--- src/rtl/arb_pkg.sv ---
`default_nettype none
// ============================================================================
// Module   : arb_pkg
// Brief    : Shared state encoding, master count and one-hot helper for the
//            arbiter/bus-controller family.
// Revision : 1.0
// ============================================================================
package arb_pkg;

    localparam int NUM_MASTERS = 4;

    typedef enum logic [1:0] {
        IDLE = 2'd0,
        XFER = 2'd1,
        DONE = 2'd2
    } arb_state_e;

    function automatic logic onehot4(input logic [3:0] vec);
        return ($countones(vec) == 1);
    endfunction

endpackage
`default_nettype wire

--- src/rtl/arb_grant_mux.sv ---
`default_nettype none
// ============================================================================
// Module   : arb_grant_mux
// Brief    : Combinational one-hot selection of a master's address, write
//            data and direction by grant vector.
// Revision : 1.0
// ============================================================================
module arb_grant_mux
    import arb_pkg::*;
#(
    parameter int AW = 8,
    parameter int DW = 8
) (
    input  logic [NUM_MASTERS-1:0]    grant,
    input  logic [NUM_MASTERS*AW-1:0] m_addr,
    input  logic [NUM_MASTERS*DW-1:0] m_wdata,
    input  logic [NUM_MASTERS-1:0]    m_we,
    output logic [AW-1:0]             sel_addr,
    output logic [DW-1:0]             sel_wdata,
    output logic                      sel_we
);

    // AND-OR mux: a non-one-hot grant yields an OR of masters, so callers
    // must qualify the grant before using the result.
    always_comb begin
        sel_addr  = '0;
        sel_wdata = '0;
        sel_we    = 1'b0;
        for (int i = 0; i < NUM_MASTERS; i++) begin
            if (grant[i]) begin
                sel_addr  = sel_addr  | m_addr[i*AW +: AW];
                sel_wdata = sel_wdata | m_wdata[i*DW +: DW];
                sel_we    = sel_we    | m_we[i];
            end
        end
    end

endmodule
`default_nettype wire

--- src/rtl/arb_bus_ctrl.sv ---
`default_nettype none
// ============================================================================
// Module   : arb_bus_ctrl
// Brief    : Turns a one-hot arbiter grant into a single-outstanding
//            valid/ready slave transfer with ack/timeout back to the master.
// Revision : 1.0
// ============================================================================
module arb_bus_ctrl
    import arb_pkg::*;
#(
    parameter int AW      = 8,
    parameter int DW      = 8,
    parameter int TIMEOUT = 15
) (
    input  logic                      clk,
    input  logic                      rst,
    input  logic [NUM_MASTERS-1:0]    Grant,
    input  logic [NUM_MASTERS*AW-1:0] m_addr,
    input  logic [NUM_MASTERS*DW-1:0] m_wdata,
    input  logic [NUM_MASTERS-1:0]    m_we,
    output logic [NUM_MASTERS-1:0]    m_ack,
    output logic                      m_err,
    output logic [DW-1:0]             m_rdata,
    output logic                      s_valid,
    input  logic                      s_ready,
    output logic [AW-1:0]             s_addr,
    output logic [DW-1:0]             s_wdata,
    output logic                      s_we,
    input  logic [DW-1:0]             s_rdata,
    output logic                      busy
);

    localparam logic [7:0] c_TO_LAST = 8'(TIMEOUT - 1);

    arb_state_e             r_state,   w_state_nxt;
    logic [NUM_MASTERS-1:0] r_owner,   w_owner_nxt;
    logic [7:0]             r_cnt,     w_cnt_nxt;
    logic                   r_s_valid, w_s_valid_nxt;
    logic [AW-1:0]          r_s_addr,  w_s_addr_nxt;
    logic [DW-1:0]          r_s_wdata, w_s_wdata_nxt;
    logic                   r_s_we,    w_s_we_nxt;
    logic [NUM_MASTERS-1:0] r_m_ack,   w_m_ack_nxt;
    logic                   r_m_err,   w_m_err_nxt;
    logic [DW-1:0]          r_m_rdata, w_m_rdata_nxt;
    logic                   r_busy;

    logic [AW-1:0] w_sel_addr;
    logic [DW-1:0] w_sel_wdata;
    logic          w_sel_we;

    arb_grant_mux #(.AW(AW), .DW(DW)) u_grant_mux (
        .grant     (Grant),
        .m_addr    (m_addr),
        .m_wdata   (m_wdata),
        .m_we      (m_we),
        .sel_addr  (w_sel_addr),
        .sel_wdata (w_sel_wdata),
        .sel_we    (w_sel_we)
    );

    always_ff @(posedge clk) begin
        if (rst) begin
            r_state   <= IDLE;
            r_owner   <= '0;
            r_cnt     <= '0;
            r_s_valid <= 1'b0;
            r_s_addr  <= '0;
            r_s_wdata <= '0;
            r_s_we    <= 1'b0;
            r_m_ack   <= '0;
            r_m_err   <= 1'b0;
            r_m_rdata <= '0;
            r_busy    <= 1'b0;
        end else begin
            r_state   <= w_state_nxt;
            r_owner   <= w_owner_nxt;
            r_cnt     <= w_cnt_nxt;
            r_s_valid <= w_s_valid_nxt;
            r_s_addr  <= w_s_addr_nxt;
            r_s_wdata <= w_s_wdata_nxt;
            r_s_we    <= w_s_we_nxt;
            r_m_ack   <= w_m_ack_nxt;
            r_m_err   <= w_m_err_nxt;
            r_m_rdata <= w_m_rdata_nxt;
            r_busy    <= (w_state_nxt != IDLE);
        end
    end

    always_comb begin
        w_state_nxt   = r_state;
        w_owner_nxt   = r_owner;
        w_cnt_nxt     = r_cnt;
        w_s_valid_nxt = r_s_valid;
        w_s_addr_nxt  = r_s_addr;
        w_s_wdata_nxt = r_s_wdata;
        w_s_we_nxt    = r_s_we;
        w_m_ack_nxt   = '0;
        w_m_err_nxt   = 1'b0;
        w_m_rdata_nxt = r_m_rdata;
        case (r_state)
            IDLE: begin
                if (onehot4(Grant)) begin
                    w_state_nxt   = XFER;
                    w_owner_nxt   = Grant;
                    w_s_addr_nxt  = w_sel_addr;
                    w_s_wdata_nxt = w_sel_wdata;
                    w_s_we_nxt    = w_sel_we;
                    w_s_valid_nxt = 1'b1;
                    w_cnt_nxt     = '0;
                end
            end
            XFER: begin
                // Completion is tested first so a late s_ready beats the timeout.
                if (s_ready) begin
                    w_state_nxt   = DONE;
                    w_s_valid_nxt = 1'b0;
                    w_m_ack_nxt   = r_owner;
                    w_cnt_nxt     = '0;
                    if (!r_s_we) begin
                        w_m_rdata_nxt = s_rdata;
                    end
                end else if (r_cnt >= c_TO_LAST) begin
                    w_state_nxt   = DONE;
                    w_s_valid_nxt = 1'b0;
                    w_m_ack_nxt   = r_owner;
                    w_m_err_nxt   = 1'b1;
                    w_cnt_nxt     = '0;
                end else if (r_cnt != 8'hFF) begin
                    w_cnt_nxt = r_cnt + 8'd1;
                end
            end
            DONE: begin
                w_state_nxt   = IDLE;
                w_owner_nxt   = '0;
                w_cnt_nxt     = '0;
                w_s_valid_nxt = 1'b0;
            end
            default: begin
                w_state_nxt   = IDLE;
                w_owner_nxt   = '0;
                w_cnt_nxt     = '0;
                w_s_valid_nxt = 1'b0;
            end
        endcase
    end

    assign m_ack   = r_m_ack;
    assign m_err   = r_m_err;
    assign m_rdata = r_m_rdata;
    assign s_valid = r_s_valid;
    assign s_addr  = r_s_addr;
    assign s_wdata = r_s_wdata;
    assign s_we    = r_s_we;
    assign busy    = r_busy;

endmodule
`default_nettype wire

--- config.mk ---
export PLATFORM = sky130hd
export DESIGN_NAME = arb_bus_ctrl
export DESIGN_NICKNAME = d
export VERILOG_FILES = /design/src/rtl/arb_pkg.sv /design/src/rtl/arb_grant_mux.sv /design/src/rtl/arb_bus_ctrl.sv
export SDC_FILE = /design/constraint.sdc
export NUM_CORES = 1
export LEC_CHECK = 0
export CAP_MARGIN = 30
export CELL_PAD_IN_SITES_DETAIL_PLACEMENT = 1
export CELL_PAD_IN_SITES_GLOBAL_PLACEMENT = 1
export CORE_MARGIN = 10
export CORE_UTILIZATION = 31
export CTS_BUF_LIST = sky130_fd_sc_hd__clkbuf_8
export CTS_CLUSTER_SIZE = 12
export DETAILED_ROUTE_END_ITERATION = 8
export PLACE_DENSITY_LB_ADDON = 0.1
export SLEW_MARGIN = 5
export SYNTH_ARGS = -nofsm -noshare
export SYNTH_HDL_FRONTEND = slang
export SYNTH_SLANG_ARGS = --single-unit
export TNS_END_PERCENT = 50
--- constraint.sdc ---
create_clock -name clk -period 6.2 [get_ports clk]
set_input_delay 0.93 -clock clk [delete_from_list [all_inputs] [get_ports clk]]
set_output_delay 0.93 -clock clk [all_outputs]
set_load 0.02 [all_outputs]
==> results of run 1 <==
[synthesized netlist by cell type (2+ instances only)]
cell	n
a211oi_1	4
a211oi_2	14
a21oi_1	5
a221oi_1	17
a22o_1	21
a41oi_1	3
and2_1	5
buf_2	3
buf_4	2
buf_6	2
clkbuf_1	8
dfxtp_1	46
ha_1	4
inv_1	8
mux2i_1	8
nand2_1	2
nor2_1	36
[cell families after synthesis]
logic type | synth area share [%]
AO/OA/AOI/OAI | 30.68
AND/OR/NAND/NOR | 12.82
flip-flops | 43.09
buffers and inverters | 5.444
multiplexers | 4.274
adder cells (fa/ha/maj) | 3.279
XOR/XNOR | 0.4099
[routing by layer]
metal | vias up | global-route usage [%] | part of all wire, %
met4 | 0 | 3.209 | 0.84
met5 | - | 0 | 0
met2 | 59 | 24.23 | 52
met1 | 985 | 14.24 | 38
li1 | 1006 | - | -
met3 | 7 | 7.172 | 9.5
[state kept, by name, indices dropped and copies added (netlist names), 2 cells and up]
signal,flops
s_wdata,8
s_addr,8
r_cnt,8
m_rdata,8
m_ack,4
r_state,2
r_owner,4
[power by group through the flow]
stage / logic, mW / clock network [mW] / registers, mW
final: 0.260 / 0.191 / 0.341
after global routing: 0.285 / 0.214 / 0.345
after CTS: 0.265 / 0.199 / 0.341
after detailed placement: 0.263 / 0 / 0.347
after global placement: 0.260 / 0 / 0.346
after floorplan: 0.116 / 0 / 0.374
[how the worst max path moves through the flow]
| stage | start | to | cells after the start |
|---|---|---|---|
| after CTS | Grant[1] | s_addr[3] | 11 |
| after floorplan | Grant[0] | s_addr[4] | 13 |
| final | Grant[1] | s_addr[3] | 11 |
| after detailed placement | Grant[1] | s_addr[3] | 11 |
| after global routing | Grant[1] | s_addr[7] | 11 |
| after global placement | Grant[1] | s_wdata[1] | 11 |
[area by class of cell]
cell class / count / area, µm² / area share, %
clock buffer: 6 / 82.58 / 2.431
clock inverter: 2 / 12.51 / 0.3683
inverter: 8 / 30.03 / 0.8840
multi-input combinational: 141 / 1100 / 32.38
sequential: 46 / 920.9 / 27.11
tap: 80 / 100.1 / 2.947
timing repair buffer: 116 / 1151 / 33.89
[worst register-to-register path: stages (launching register included)]
cell	delay [ns]
dfxtp_1	0.46
ha_1	0.19
nor2_1	0.05
o211ai_1	0.34
a21o_1	0.32
o22ai_1	0.12
==> run metrics, run 1 <==
fin area 0.003397 mm²; Congestion Overflow GR 0; reg2reg path depth 5; most frequent cells in the layout clkdlybuf4s50_1, dfxtp_1, nor2_1, a22o_1, a221oi_1; vias per inst around 5.2; outcome finished clean; CTS resizes 0; CP Class input port to flop; Post-DRT Antenna Nets 0; area of the die approximately 0.011 mm²; Synth Flop Type dfxtp_1; CP endpoint kind flop; Tot Pwr between 0.7 and 0.8 mW; ys async rst share 0%; area leader, netlist dfxtp_1; Worst-Margin Slew 0.7861 ns; post-synthesis net count ~300; Row Count 30; CTS tree built; worst hold stages 2; cell total after placement approximately 400; Worst Path Buf+Inv 4; filler cell count 766; CTS root buf clkbuf_8; Slowest-stage cell, CP clkdlybuf4s50_1; P_leak about 1.2 nW; Via Count approximately 2000; Critical Path RT roughly 6.4 ns; post-CTS setup buffers 0; Worst-path clk slew ~0.09 ns; clock latency at the later pin of the worst-skew pair roughly 0.30 ns; vias in the first global route around 2200; sink of the worst hold path s_valid; clock sinks 46; Tightest Hold Check Type flop to flop; Peak VDD IR around 0.00011 V; total negative slack 0 ns; post-synthesis sequential area ratio between 40% and 50%; CP Launch Type input port; synth warn 0; ratio of cells with drive above 1 in the final layout 9.404%; top cells by area, synth dfxtp_1, a22o_1, a211oi_2; Final Hold Viols 0; cell family with most CP delay buffers and inverters; Post-Place Cell Area ~0.0033 mm²; gp weighted congestion 0.8391; sw frac ~31%; Max Cap Viol 0; Setup Viol. Count Final 0; Final HPWL DP 5.853 mm; DRT Wirelength between 7 and 8 mm; pin count of the biggest net entering global routing 36; Top-Level Pins ~120; RSZ-0062 raised after global routing false; DRC violations left 0; CP arrival roughly 4.2 ns; Mapped Cells ~210; clock tree buffer depth 2; final non-filler cell total between 300 and 400; Final Slew Violations 0; synthesis-to-finish area growth 58.96%; die width roughly 100 µm; Final WS setup around 2.2 ns; startpoint of the worst hold path s_valid; Seq cells post-synth 46; Rel. slew slack a little under half; PD cells approximately 230 mW/mm²; antenna violations before repair 0; FF-to-FF End s_valid; htree depth 2; Die H between 100 and 150 µm; Synth top area share 43.09%; CTS Buf Count 5; global-route wire length before repair around 11 mm; Initial DRC Count 40; register-to-register setup slack roughly 4.6 ns; critical path peak fanout 34; final core area utilization 50.28%; Switch Pwr ~0.24 mW; drt wl/cell between 15 and 20 µm; ANT cells 0; sequential fraction of design power between 40% and 50%; Int Pwr 0.5479 mW; Fmax achieved ~0.25 GHz; number of flops mapped to enable cells by yosys 0; initial core utilization around a third; syn avg cell area 10.13 µm²; biggest cell delay along the critical path between 0.9 and 1 ns; Final nets a little over 400; Clock Power Share 24.1%; worst hold slack around 0.45 ns; Distinct cells, synth 40; minimum clock period approximately 4.0 ns; critical path, cell by cell clkdlybuf4s50_1 -> inv_1 -> fa_1 -> inv_1 -> ha_1 -> ha_1 -> nor3b_4 -> and2_1 -> buf_4 -> nor2_1 -> a211oi_2; Comb pwr share 32.9%; commonest non-fill, non-tap cell in the layout clkdlybuf4s50_1; IO buf count ~110; gr usage total between 10% and 20%; Hold Buf Count CTS 0; First-pass DRT Iterations 4; worst r2r src r_cnt[1]; Post-Syn Area ~0.0021 mm²; clock skew between 0.006 and 0.007 ns; CORE AREA 0.006756 mm²; pre-CTS setup slack 1.844 ns; Tcrit/Tclk final 64.30%
Note: power is estimated with default switching activity, not from simulation.
==> run 2: changes to the inputs <==
--- a/config.mk
+++ b/config.mk
@@ -9,7 +9,7 @@
 export CELL_PAD_IN_SITES_DETAIL_PLACEMENT = 1
 export CELL_PAD_IN_SITES_GLOBAL_PLACEMENT = 1
 export CORE_MARGIN = 10
-export CORE_UTILIZATION = 31
+export CORE_UTILIZATION = 29
 export CTS_BUF_LIST = sky130_fd_sc_hd__clkbuf_8
 export CTS_CLUSTER_SIZE = 12
 export DETAILED_ROUTE_END_ITERATION = 8
==> constraint.sdc (replaced) <==
create_clock -name clk -period 4.1 [get_ports clk]
set_input_delay 0.615 -clock clk [delete_from_list [all_inputs] [get_ports clk]]
set_output_delay 0.615 -clock clk [all_outputs]
set_load 0.02 [all_outputs]
==> run 2 against run 1 <==
  * Clock power grew 85%
  * Critical path type unchanged
  * Combinational power is 52% higher
  * Largest cell class unchanged
  * Final area rose by 1.9%
==> run metrics, run 2 (synthesized netlist as in run 1, its figures left out) <==
outcome finished clean; filler cell count between 800 and 900; Setup Viol. Count Final 0; DRC violations left 0; CORE AREA ~0.007 mm²; Die H 105.8 µm; CP Launch Type input port; Max Cap Viol 0; worst r2r src r_cnt[1]; Final Slew Violations 0; Fmax achieved 0.3178 GHz; drt wl/cell between 15 and 20 µm; First-pass DRT Iterations 4; reg2reg path depth 5; vias per inst approximately 4.9; P_leak roughly 1.3 nW; pin count of the biggest net entering global routing 36; Critical Path Sink s_wdata[0]; Slowest-stage cell, CP fa_1; clock sinks 46; final non-filler cell total roughly 420; CP Class input port to flop; register-to-register setup slack 2.50 ns; ratio of cells with drive above 1 in the final layout just over 10%; clock tree buffer depth 2; total negative slack 0 ns; CTS tree built; clock latency at the later pin of the worst-skew pair 0.31 ns; synthesis-to-finish area growth 61.94%; Congestion Overflow GR 0; Worst-path clk slew approximately 0.090 ns; Via Count 2074; RSZ-0062 raised after global routing false; Worst setup startpoint Grant[0]; most frequent cells in the layout clkdlybuf4s50_1, dfxtp_1, nor2_1, a22o_1, a221oi_1; Worst-Margin Slew ~0.81 ns; Tightest Hold Check Type flop to flop; WP depth 11; Critical Path RT approximately 4.3 ns; Peak VDD IR 0.0002247 V; post-CTS setup buffers 0; CP endpoint kind flop; commonest non-fill, non-tap cell in the layout clkdlybuf4s50_1; Final HPWL DP 5.932 mm; CTS Buf Count 5; Tcrit/Tclk final 76.75%; cell family with most CP delay adder cells; htree depth 2; Final nets 409; FF-to-FF End s_valid; ANT cells 0; Rel. slew slack between 40% and 50%; vias in the first global route about 2200; gr usage total a little over an eighth; critical path, cell by cell clkdlybuf4s50_1 -> inv_1 -> fa_1 -> inv_1 -> ha_1 -> ha_1 -> nor3b_4 -> and2_1 -> buf_4 -> nor2_1 -> a211oi_1; cell total after placement roughly 410; Post-DRT Antenna Nets 0; global-route wire length before repair ~12 mm; multi-input logic area about 0.0011 mm²; clock skew about 0.006 ns; minimum clock period 3.147 ns; CTS resizes 0; Worst Path Buf+Inv 4; CTS root buf clkbuf_8; PD cells 364.5 mW/mm²; critical path peak fanout 34; Initial DRC Count 53; CP arrival between 3 and 4 ns; Hold Buf Count CTS 0; biggest cell delay along the critical path about 0.52 ns; gp weighted congestion approximately 0.76; register area 920.9 µm²; die width between 100 and 150 µm; Final Hold Viols 0; area of the die between 0.01 and 0.015 mm²; Row Count 31; Top-Level Pins 115; antenna violations before repair 0; initial core utilization a little under 30%; DRT Wirelength between 7 and 8 mm; IO buf count approximately 110
-- run 2: worst min path at each step --
| stage | cells after the start | start | slack, ns | to |
|---|---|---|---|---|
| 2_1_floorplan | 1 | r_owner[0] | 0.43 | m_ack[0] |
| 3_3_place_gp | 2 | s_valid | 0.44 | s_valid |
| 3_5_place_dp | 1 | r_owner[1] | 0.46 | m_ack[1] |
| 4_1_cts | 2 | s_valid | 0.47 | s_valid |
| 5_1_grt | 2 | s_valid | 0.51 | s_valid |
| 6_report | 2 | s_valid | 0.46 | s_valid |
-- run 2: power breakdown --
| part | total, mW | switching (mW) | leakage [nW] | internal [mW] |
|---|---|---|---|---|
| Clock | 0.353 | 0.170 | 0.0585 | 0.183 |
| Combinational | 0.394 | 0.190 | 0.819 | 0.205 |
| Sequential | 0.514 | 0.0246 | 0.375 | 0.490 |
-- run 2: metrics by stage --
step / cell area, µm² / hold WS [ns] / worst slack (ns) / util (%) / power, mW
after floorplan: 2137 / 0.4307 / 0.8273 / - / 0.7413
after global routing: 3461 / 0.5056 / 0.7900 / 47.97 / 1.325
after global placement: 3348 / 0.4388 / 0.7088 / 46.41 / 0.9202
after detailed placement: 3348 / 0.4578 / 0.6245 / 46.41 / 0.9259
after CTS: 3461 / 0.4730 / 0.9324 / 47.97 / 1.278
final: 3461 / 0.4639 / 0.9531 / 47.97 / 1.262
-- run 2: per-layer routing --
layer,global-route usage [%],routed length (µm)
met2,25.80,4373
met3,4.202,392
met1,13.55,2818
met4,3.482,76
met5,0,0
-- run 2: worst register-to-register path: cells and delay by family, from the launching register on --
kind                       cells  cell delay, ns
DFF                            1            0.46
AOI/OAI and AO/OA              3            0.77
adders and majority gates      1            0.19
and+or+nand+nor                1            0.05
-- run 2: layout make-up --
class / instances / share of cell area, %
well taps: 99 / 3.579
inverters: 8 / 0.8677
flip-flops and latches: 46 / 26.61
clock buffers: 5 / 1.988
clock inverters: 3 / 1.265
repair buffers: 119 / 33.91
multi-input cells: 141 / 31.78
==> run 3: changes to the inputs <==
--- a/config.mk
+++ b/config.mk
@@ -9,7 +9,7 @@
 export CELL_PAD_IN_SITES_DETAIL_PLACEMENT = 1
 export CELL_PAD_IN_SITES_GLOBAL_PLACEMENT = 1
 export CORE_MARGIN = 10
-export CORE_UTILIZATION = 29
+export CORE_UTILIZATION = 26
 export CTS_BUF_LIST = sky130_fd_sc_hd__clkbuf_8
 export CTS_CLUSTER_SIZE = 12
 export DETAILED_ROUTE_END_ITERATION = 8
==> constraint.sdc (replaced) <==
create_clock -name clk -period 2.77 [get_ports clk]
set_input_delay 0.4155 -clock clk [delete_from_list [all_inputs] [get_ports clk]]
set_output_delay 0.4155 -clock clk [all_outputs]
set_load 0.02 [all_outputs]
==> run 3 against run 2 <==
  * Global-route usage is 1.2 points lower
  * Sequential cell count is the same
  * Worst hold slack better by 0.0055 ns
  * Utilization decreased by 2.7 points
  * Critical path depth stayed put
  * Combinational power is 79% higher
  * Total power up 55%
  * Wire length increased by 5.3%
  * Sequential power up 48%
  * Final area rose by 5.8%
  * Clock power up 39%
  * Highest routed layer unchanged
==> run metrics, run 3 (synthesized netlist as in run 1, its figures left out) <==
clock skew 0.006764 ns; register area approximately 920 µm²; ANT cells 0; global-route wire length before repair 12.35 mm; commonest non-fill, non-tap cell in the layout clkdlybuf4s50_1; Tightest Hold Check Type flop to flop; ratio of cells with drive above 1 in the final layout between 10% and 20%; startpoint of the worst hold path s_valid; htree depth 2; Hold Buf Count CTS 0; Slowest-stage cell, CP fa_1; cell total after placement approximately 420; minimum clock period roughly 2.7 ns; CTS tree built; Worst-path clk slew ~0.090 ns; Initial DRC Count 38; Final nets approximately 420; Final Hold Viols 0; reg2reg path depth 6; P_leak between 1 and 1.5 nW; sink of the worst hold path s_valid; Setup Viol. Count Final 0; Most Used Layer, Global Route met2; CORE AREA between 0.008 and 0.009 mm²; register-to-register setup slack about 1.2 ns; pre-CTS setup slack -0.3168 ns; gr usage total about an eighth; PD cells 534.7 mW/mm²; vias in the first global route about 2300; multi-input logic area 0.001142 mm²; Congestion Overflow GR 0; cell family with most CP delay adder cells; total negative slack 0 ns; clock tree buffer depth 2; Row Count 33; critical path peak fanout 8; M2 GR Usage a little over a fifth; Critical Path RT between 2 and 3 ns; CP endpoint kind flop; Max Cap Viol 0; die width roughly 110 µm; Peak VDD IR between 0.0002 and 0.00025 V; Tcrit/Tclk final between 90% and 100%; Top-Level Pins 115; vias per inst about 4.9; initial core utilization around a quarter; CP Launch Type input port; DRT Wirelength just over 8 mm; area of the die 0.01225 mm²; gp weighted congestion about 0.73; clock sinks 46; Final WS setup roughly 0.058 ns; Final HPWL DP 5.950 mm; worst hold stages 2; CTS Buf Count 5; met3 Use GR 6.223%; Via Count about 2100; Final Slew Violations 0; pin count of the biggest net entering global routing 25; DRC violations left 0; FF-to-FF End s_valid; synthesis-to-finish area growth 71.37%; biggest cell delay along the critical path 0.50 ns; antenna violations before repair 0; grt met1 use 12.62%; clock latency at the later pin of the worst-skew pair roughly 0.30 ns; Die H 110.7 µm; First-pass DRT Iterations 3; Fmax achieved 0.3688 GHz; CP arrival 2.94 ns; Worst Path Buf+Inv 4; outcome finished clean; Worst-Margin Slew approximately 0.65 ns; final non-filler cell total 437; Rel. slew slack between 50 and 60%; IO buf count approximately 110; worst r2r src r_cnt[0]; CTS root buf clkbuf_8; CP Class input port to flop; drt wl/cell around 18 µm; filler cell count between 900 and 1000; most frequent cell on the critical path inv_1; Post-DRT Antenna Nets 0; critical path, cell by cell clkdlybuf4s50_1 -> inv_1 -> fa_1 -> inv_1 -> ha_1 -> ha_4 -> nor3b_4 -> and2_4 -> clkbuf_16 -> nor2_1 -> a211oi_2; most frequent cells in the layout clkdlybuf4s50_1, dfxtp_1, nor2_1, a22o_1, a221oi_1
run 3: power breakdown:
part	switching [mW]	internal [mW]
Sequential	0.0375	0.725
Combinational	0.318	0.387
Clock	0.227	0.263
Total	0.583	1.37
run 3: layout make-up:
class	count	area share [%]
Inverter	8	0.8200
Sequential cell	46	25.15
Clock inverter	3	1.025
Clock buffer	5	1.879
Tap cell	105	3.587
Multi-Input combinational cell	141	31.19
Timing Repair Buffer	129	36.35
run 3: metrics by stage:
stage	hold slack (ns)	cell area [µm²]	utilization, %	power [mW]
finish	0.4693	3662	45.25	1.958
global route	0.5046	3662	45.25	2.061
CTS	0.4711	3547	43.83	1.931
global placement	0.4442	3406	42.08	1.393
detailed placement	0.4556	3406	42.08	1.400
floorplan	0.4307	2168	-	1.102
run 3: tightest hold or removal path, delay by kind of cell (launching register included):
family	cells	cell delay (ns)
AO/OA/AOI/OAI	1	0.05
buffers and inverters	1	0.05
flip-flops	1	0.32
run 3: routing by layer:
metal,part of all wire (%),up-vias
li1,-,1035
met1,39,1020
met2,52,60
met3,9.0,6
met4,0.67,0
met5,0,-
run 3: worst max-delay path by stage:
| stage | from | end | slack, ns | cells after the start |
|---|---|---|---|---|
| detailed placement | Grant[0] | s_addr[0] | -0.32 | 11 |
| global route | Grant[1] | s_wdata[7] | -0.11 | 11 |
| floorplan | Grant[0] | s_addr[4] | 0.000002 | 13 |
| global placement | Grant[0] | s_valid | -0.22 | 10 |
| CTS | Grant[0] | r_cnt[7] | 0.02 | 10 |
| finish | Grant[1] | s_we | 0.06 | 11 |
run 3: repair_timing:
| item | in CTS | in global routing |
|---|---|---|
| resized for setup | 1 | 9 |
| buffers inserted | 0 | 2 |
| endpoints found under the hold margin | 0 | 0 |
| gates cloned | 1 | 2 |
| endpoints found under the setup margin | 1 | 28 |
| pin swaps | 0 | 4 |
